===== config.mk =====
export PLATFORM = sky130hd
export DESIGN_NAME = inst_fetch_queue
export DESIGN_NICKNAME = d
export VERILOG_FILES = /design/src/rtl/inst_fetch_queue.sv
export SDC_FILE = /design/constraint.sdc
export NUM_CORES = 1
export LEC_CHECK = 0
export BUFFER_PORTS_ARGS = -buffer_cell sky130_fd_sc_hd__buf_4
export CAP_MARGIN = 40
export CORE_MARGIN = 2
export CORE_UTILIZATION = 35
export CTS_CLUSTER_DIAMETER = 50
export DETAILED_ROUTE_END_ITERATION = 7
export PLACE_DENSITY = 0.55
export SETUP_SLACK_MARGIN = 0.05
export SLEW_MARGIN = 20
export SYNTH_ARGS = -nofsm -noshare
export SYNTH_HDL_FRONTEND = slang
export SYNTH_SLANG_ARGS = --single-unit

===== constraint.sdc =====
create_clock -name clk -period 6.9 [get_ports clk]
set_input_delay 1.035 -clock clk [delete_from_list [all_inputs] [get_ports clk]]
set_output_delay 1.035 -clock clk [all_outputs]
set_load 0.02 [all_outputs]

===== src/rtl/inst_fetch_queue.sv =====
// rtl/inst_fetch_queue.sv - instruction fetch queue with FWFT head, occupancy count and flush
// Optional IFQ_BYPASS_EN: an empty queue forwards in_* straight to out_* in the same cycle.
module inst_fetch_queue #(
    parameter int INST_WIDTH = 32,
    parameter int PC_WIDTH   = 32,
    parameter int DEPTH      = 8,
    parameter int AF_LEVEL   = DEPTH - 2
) (
    input  logic                     clk,
    input  logic                     reset,
    input  logic                     flush,
    input  logic                     in_valid,
    output logic                     in_ready,
    input  logic [INST_WIDTH-1:0]    in_inst,
    input  logic [PC_WIDTH-1:0]      in_pc,
    input  logic                     in_fault,
    output logic                     out_valid,
    input  logic                     out_ready,
    output logic [INST_WIDTH-1:0]    out_inst,
    output logic [PC_WIDTH-1:0]      out_pc,
    output logic                     out_fault,
    output logic [$clog2(DEPTH):0]   count,
    output logic                     empty,
    output logic                     full,
    output logic                     almost_full
);

    localparam int AW = $clog2(DEPTH);
    localparam logic [AW:0] AF_CNT = (AW + 1)'(AF_LEVEL);

    logic [INST_WIDTH-1:0] inst_mem  [DEPTH];
    logic [PC_WIDTH-1:0]   pc_mem    [DEPTH];
    logic                  fault_mem [DEPTH];

    logic [AW:0] wr_ptr;
    logic [AW:0] rd_ptr;
    logic        q_empty;
    logic        q_full;
    logic        bypass;
    logic        push;
    logic        pop;

    // Wrap bit distinguishes full from empty when the index bits match.
    assign q_empty = (wr_ptr == rd_ptr);
    assign q_full  = (wr_ptr[AW-1:0] == rd_ptr[AW-1:0]) && (wr_ptr[AW] != rd_ptr[AW]);

    assign count       = wr_ptr - rd_ptr;
    assign empty       = q_empty;
    assign full        = q_full;
    assign almost_full = (count >= AF_CNT);
    assign in_ready    = !q_full;

`ifdef IFQ_BYPASS_EN
    assign bypass = in_valid && q_empty && !flush && !reset;
`else
    assign bypass = 1'b0;
`endif

    assign out_valid = !q_empty || bypass;

    always_comb begin
        out_inst  = '0;
        out_pc    = '0;
        out_fault = 1'b0;
        if (!q_empty) begin
            out_inst  = inst_mem[rd_ptr[AW-1:0]];
            out_pc    = pc_mem[rd_ptr[AW-1:0]];
            out_fault = fault_mem[rd_ptr[AW-1:0]];
        end else if (bypass) begin
            out_inst  = in_inst;
            out_pc    = in_pc;
            out_fault = in_fault;
        end
    end

    // A bypassed entry taken by decode in the same cycle is never stored.
    assign push = in_valid && in_ready && !(bypass && out_ready);
    assign pop  = !q_empty && out_ready;

    always_ff @(posedge clk) begin
        if (reset || flush) begin
            wr_ptr <= '0;
            rd_ptr <= '0;
        end else begin
            if (push) begin
                wr_ptr <= wr_ptr + 1'b1;
            end
            if (pop) begin
                rd_ptr <= rd_ptr + 1'b1;
            end
        end
    end

    always_ff @(posedge clk) begin
        if (push && !flush && !reset) begin
            inst_mem[wr_ptr[AW-1:0]]  <= in_inst;
            pc_mem[wr_ptr[AW-1:0]]    <= in_pc;
            fault_mem[wr_ptr[AW-1:0]] <= in_fault;
        end
    end

endmodule


# --- After elaboration in Yosys (flattened, before gate mapping) ---
# Memory sizes are Yosys's and may differ from the RTL's. A register that Yosys moved wholly into a read port is not among the register bits.
# Index checks and enable logic that the tools add are counted.
word_totals:
  ff_bits: 8
  mem_bits_rw: 520
  n_memories: 3
  out_inout_bits: 74
classes:
  order_cmp: 1
  eq_ne: 3
  mux: 11
  addsub: 3
  reduce_logical: 10
mem_list:
  columns: ["name", "depth", "word_bits", "rd", "rd_clocked_by_memory_dff", "write_ports", "line_no", "text"]
  rows:
  - ["inst_mem", 8, 32, 1, 1, 1, "31", "logic [INST_WIDTH-1:0] inst_mem [DEPTH];"]
  - ["pc_mem", 8, 32, 1, 1, 1, "32", "logic [PC_WIDTH-1:0] pc_mem [DEPTH];"]
  - ["fault_mem", 8, 1, 1, 1, 1, "33", "logic fault_mem [DEPTH];"]
ops:
  columns: ["cell", "count"]
  rows:
  - ["32-bit 2-to-1 mux", 2]
  - ["3-bit 2-to-1 mux", 6]
  - ["4-bit by 1-bit adder with 4-bit output, second input constant", 2]
  - ["1-bit logical AND", 5]
  - ["4-bit equality test", 1]
  - ["4-bit by 3-bit >= comparator with 1-bit output, second input constant", 1]
  - ["1-bit logical NOT", 4]
  - ["4-bit subtractor", 1]
  - ["3-bit equality test", 1]
  - ["1-bit 2-to-1 mux", 3]
  - ["1-bit logical OR", 1]
  - ["1-bit inequality test", 1]

# --- Depth between registers and ports, before layout ---
logic_depth:
  depth_word: 8
  mapped_depth: 7
  mapped_depth_nobuf: 6

# --- Worst setup path after synthesis ---
# Ideal clock, no wire load.
synth_timing:
  kind: "input -> register"
  startpoint: "input port flush"
  endpoint: "memory fault_mem[1] (enable)"
  arrival_time_ns: 6.101
  path_stages: 4
  setup_slack_ns: 0.232
  path_buffers: 1
  cell_sequence: "nor2_1 clkbuf_1 o2111ai_1 nor3_1"
synth_between:
  elab_chain_len: 5
synth_lines:
  columns: ["element", "line_no", "text"]
  rows:
  - ["start: declaration", "11", "input logic flush,"]
  - ["1-bit logical NOT", "95", "if (push && !flush && !reset) begin"]
  - ["1-bit logical AND (2 in a row)", "95", null]
  - ["1-bit 2-to-1 mux", "95", null]
  - ["1-bit 2-to-1 mux (implied by the code)", "98", "fault_mem[wr_ptr[AW-1:0]] <= in_fault;"]
  - ["end: declaration", "33", null]
# Every way passes these cells.

# --- Worst setup path in the final report ---
layout_timing:
  startpoint: "register wr_ptr[2]"
  endpoint: "output port out_inst[30]"
layout_between:
  elab_chain_len: 2
layout_lines:
  columns: ["element", "line_no", "text"]
  rows:
  - ["start: declaration", "35", "logic [AW:0] wr_ptr;"]
  - ["start signal: assignment", "86", "wr_ptr <= wr_ptr + 1'b1;"]
  - ["4-bit equality test", "44", "assign q_empty = (wr_ptr == rd_ptr);"]
  - ["32-bit 2-to-1 mux", "65", "if (!q_empty) begin"]
  - ["end: declaration", "19", "output logic [INST_WIDTH-1:0] out_inst,"]
# Every way passes these cells.

==> results by stage <==
Min path:
- The worst hold path belongs to the class reg2reg.

STA:
- The final-report max-slew violation count was 0.
- The tightest hold margin is 0.5044 ns.
- The final hold violation count is 0.
- The final period utilization is 62.06%.
- The actual transition at the worst max-transition pin is 0.8341 ns.
- Timing would allow up to 233.5 MHz.
- The worst path meets setup with 2.618 ns of slack.
- The minimum clock period after layout is 4.282 ns.
- Setup repair after global routing left no endpoint under its margin.
- The maximum clock skew at final layout is 0.02040 ns.
- Setup violations remaining at the end of the flow were counted as 0.
- The worst-case headroom to the max-slew limit is 44.34%.
- For the final routed database, the setup TNS stands at 0 ns.

Synthesis:
- After technology mapping, the gate count stands at 848.
- The synthesized area divided by synthesized cell count is 23.70 sq um.
- Summing the sequential cell areas from Yosys gives 78.78% of the chip area.
- The number of warnings printed during yosys synthesis is 0.
- The share of flip-flops with an asynchronous set or reset after synthesis is 0%.
- Yosys mapped the design onto 32 distinct sky130hd cell types.
- The synthesized design contains 520 enable-type register cells.
- The net count after synthesis is 924.
- The post-synthesis instance area is 20100 sq um.
- The area share of the leading cell type in the synthesized netlist is 77.68%.
- After synthesis the netlist holds a flip-flop and latch count of 531.
- For this run, the leading register cell type out of synthesis is edfxtp_1.
- Sorting the synthesized cells by area gives the leading types as edfxtp_1 (78%), mux4_2 (15%), a22o_1 (2.8%).
- The synthesized design spends more area on one cell type than any other, namely edfxtp_1.

Place:
- Input and output buffers added on the ports amount to 143.
- Before CTS, the worst setup slack after placement is 2.705 ns.
- The number of placed cells counting well taps is 1730.
- After legalization and detailed placement, the total HPWL measured 25940 um.
- The congestion estimate from routability-driven global placement came to 0.6971.

Power and ir drop:
- For this design the total switching power over the nets is 1404 uW.
- Dividing total power by cell area gives a power density of 281.5 nW/um^2.
- The clock share of power is 44.0%.
- IR analysis of the VDD net gives a maximum drop of 175.4 uV.
- The overall power consumption is 6806 uW.
- Per report_power, the sequential group accounts for 52.3% of the total.
- The power share of the combinational group is 3.7%.
- The analysis attributes to cell leakage a power of 0.007710 uW.
- The switching portion of total power is 20.63%.
- The total internal power is 5402 uW.

Detailed routing:
- The DRC violations left is 0.
- The count of nets left with antenna violations once routing finished came out at 0.
- The routed design has 43780 um of wire.
- After detailed routing, the average wire length per cell comes to 23.81 um.
- The pre-antenna-repair detailed-routing pass consisted of 6 iterations.
- The number of DRC markers in iteration 0 is 639.
- In the routed layout, each cell is associated on average with a via count of 5.056.
- Summing over every cut layer, the via total after detailed routing is 9298.

Clocking:
- The CTS buffer count is 58.
- The H-tree generated during clock tree synthesis spans 2 levels.
- The root cell of the clock tree is clkbuf_16.
- Counting every sink on the clock net gives 531.
- Clock-pin slew was measured on the worst setup and hold paths at 0.06 ns.
- The count of hold-fix buffers inserted at cts is 0.
- Buffers added to address setup during post-CTS repair amount to 0.
- The CTS tree is yes.
- In this run, post-CTS repair resized a total of 0 instances.
- The buffer depth of the longest clock path is 3.
- The later pin in the worst-skew pair is clocked with a latency of 0.61 ns.

Setup path:
- The type of the setup path with the least slack is reg2out.
- Of all nets on the critical path, the largest fanout is 35.
- The worst setup path is launched from a flip-flop.
- STA classifies the critical path endpoint as an output port.
- The data arrival time of the critical path is 3.25 ns.
- Data on the critical path is required at its endpoint by 5.86 ns.

Global route:
- The pin count of the biggest net entering global routing is 64.
- For this run, global-route usage on met2 was measured as 24.56%.
- The initial antenna violation count is 2.
- The fraction of met3 tracks used by global routing is 2.996%.
- The number of global-route vias before repair is 10.06k.
- The first global-routing pass estimated 65140 um of wire.
- In the global route stage, overall resource usage came out at 14.72%.
- Global routing used 20.07% of the available met1 tracks.
- The most crowded layer after global routing is met2.
- Global routing finished with a remaining overflow of 0.

Die:
- The total area inside the core boundary comes to 56600 sq um.
- The die is 243.7 um wide.
- The number of placement rows is 87.
- For this configuration, the core starts out at a cell density of 35.51%.
- The vertical die dimension is 243.7 um.
- The die covers 59370 sq um.
- During I/O placement, the number of pins put on the boundary was 144.

Cells and area:
- Of the cells placed in the final design, the portion with a size suffix greater than 1 is 37.40%.
- The number of nets in the finished design is 1112.
- Relative to the synthesized area, the layout overhead comes to 20.27%.
- Leaving out fill and tap cells, the most frequent cell in the layout is edfxtp_1.
- 0 antenna diodes ended up in the layout.
- For this run, the number of standard cells in the final layout without fillers is 1839.
- Leaving out fill and tap cells, the most frequent cells in the layout are edfxtp_1 (520), buf_4 (162), mux4_2 (130).

Job:
- Max-cap violations in this run came to 0.

Status:
- The flow ran to the end, and the final reports show no timing, DRC or antenna violations.
[area by class of cell]
type,count,area (sq um)
clock inverters,41,386.6
repair buffers,173,1454
clock buffers,66,1481
multi-input cells,264,4036
flip-flops and latches,531,15840
inverters,8,30.03
well taps,756,945.9
fillers,4891,32430
[power by group through the flow]
stage                     sequential [uW]  clock, uW  combinational [uW]
final                                3560       2990                 252
after global routing                 3560       3210                 273
after CTS                            3560       3070                 255
after detailed placement             3630          0                 255
after global placement               3630          0                 247
after floorplan                      3630          0                 117
[Yosys cell counts (2+ instances only)]
master,count
buf_1,3
buf_4,12
ha_1,5
a21oi_1,7
dfxtp_1,11
nand4_1,2
clkbuf_1,14
nand2_1,14
o31ai_1,2
a2111o_1,2
buf_2,9
nor3_1,2
o21ai_0,4
edfxtp_1,520
inv_1,8
nor2_1,8
and3_1,2
a21boi_1,3
buf_6,7
mux4_2,130
o2111ai_1,4
or3_1,2
mux2i_1,4
a22o_1,65
[worst max-delay path, cell delays in order, from the launching register on]
cell	delay (ns)
dfxtp_1	0.53
ha_1	0.35
and3_1	0.36
a21boi_4	0.21
buf_4	0.43
buf_12	0.29
a22o_1	0.27
buf_4	0.17
[routing by layer]
layer,vias up,part of all wire [%],wire (um)
met4,4,1.4,630
met2,187,50,21840
met3,53,4.1,1799
li1,4038,-,-
met5,-,0.064,28
met1,5016,45,19490
[path summary, 6_finish.rpt]
kind / slack, ns / cells past startpoint / start / to
max reg2reg: 3.60 / 4 / rd_ptr[3] / pc_mem[5][1]
max: 2.62 / 7 / wr_ptr[2] / out_inst[30]
min: 0.50 / 2 / rd_ptr[2] / flip-flop
min reg2reg: 0.50 / 2 / rd_ptr[2] / flip-flop
[stage by stage]
stage               area (sq um)  util (%)
floorplan                  20100         -
global placement           22090     39.03
detailed placement         22270     39.35
CTS                        24140     42.65
global route               24180     42.71
finish                     24180     42.71
[cells by family after synthesis]
group                    share of synthesized area (%)
multiplexers                                     14.76
AND/OR/NAND/NOR                                 0.7718
flip-flops                                       78.78
XOR/XNOR                                        0.1681
AO/OA/AOI/OAI                                    3.579
adder cells (fa/ha/maj)                         0.4108
buffers and inverters                            1.531
[flip-flops by register name, indices dropped and copies added (netlist names), named ones only]
name,flops
fault_mem,8
inst_mem,256
pc_mem,256
rd_ptr,4
wr_ptr,4
(Power assumes the default switching activity.)
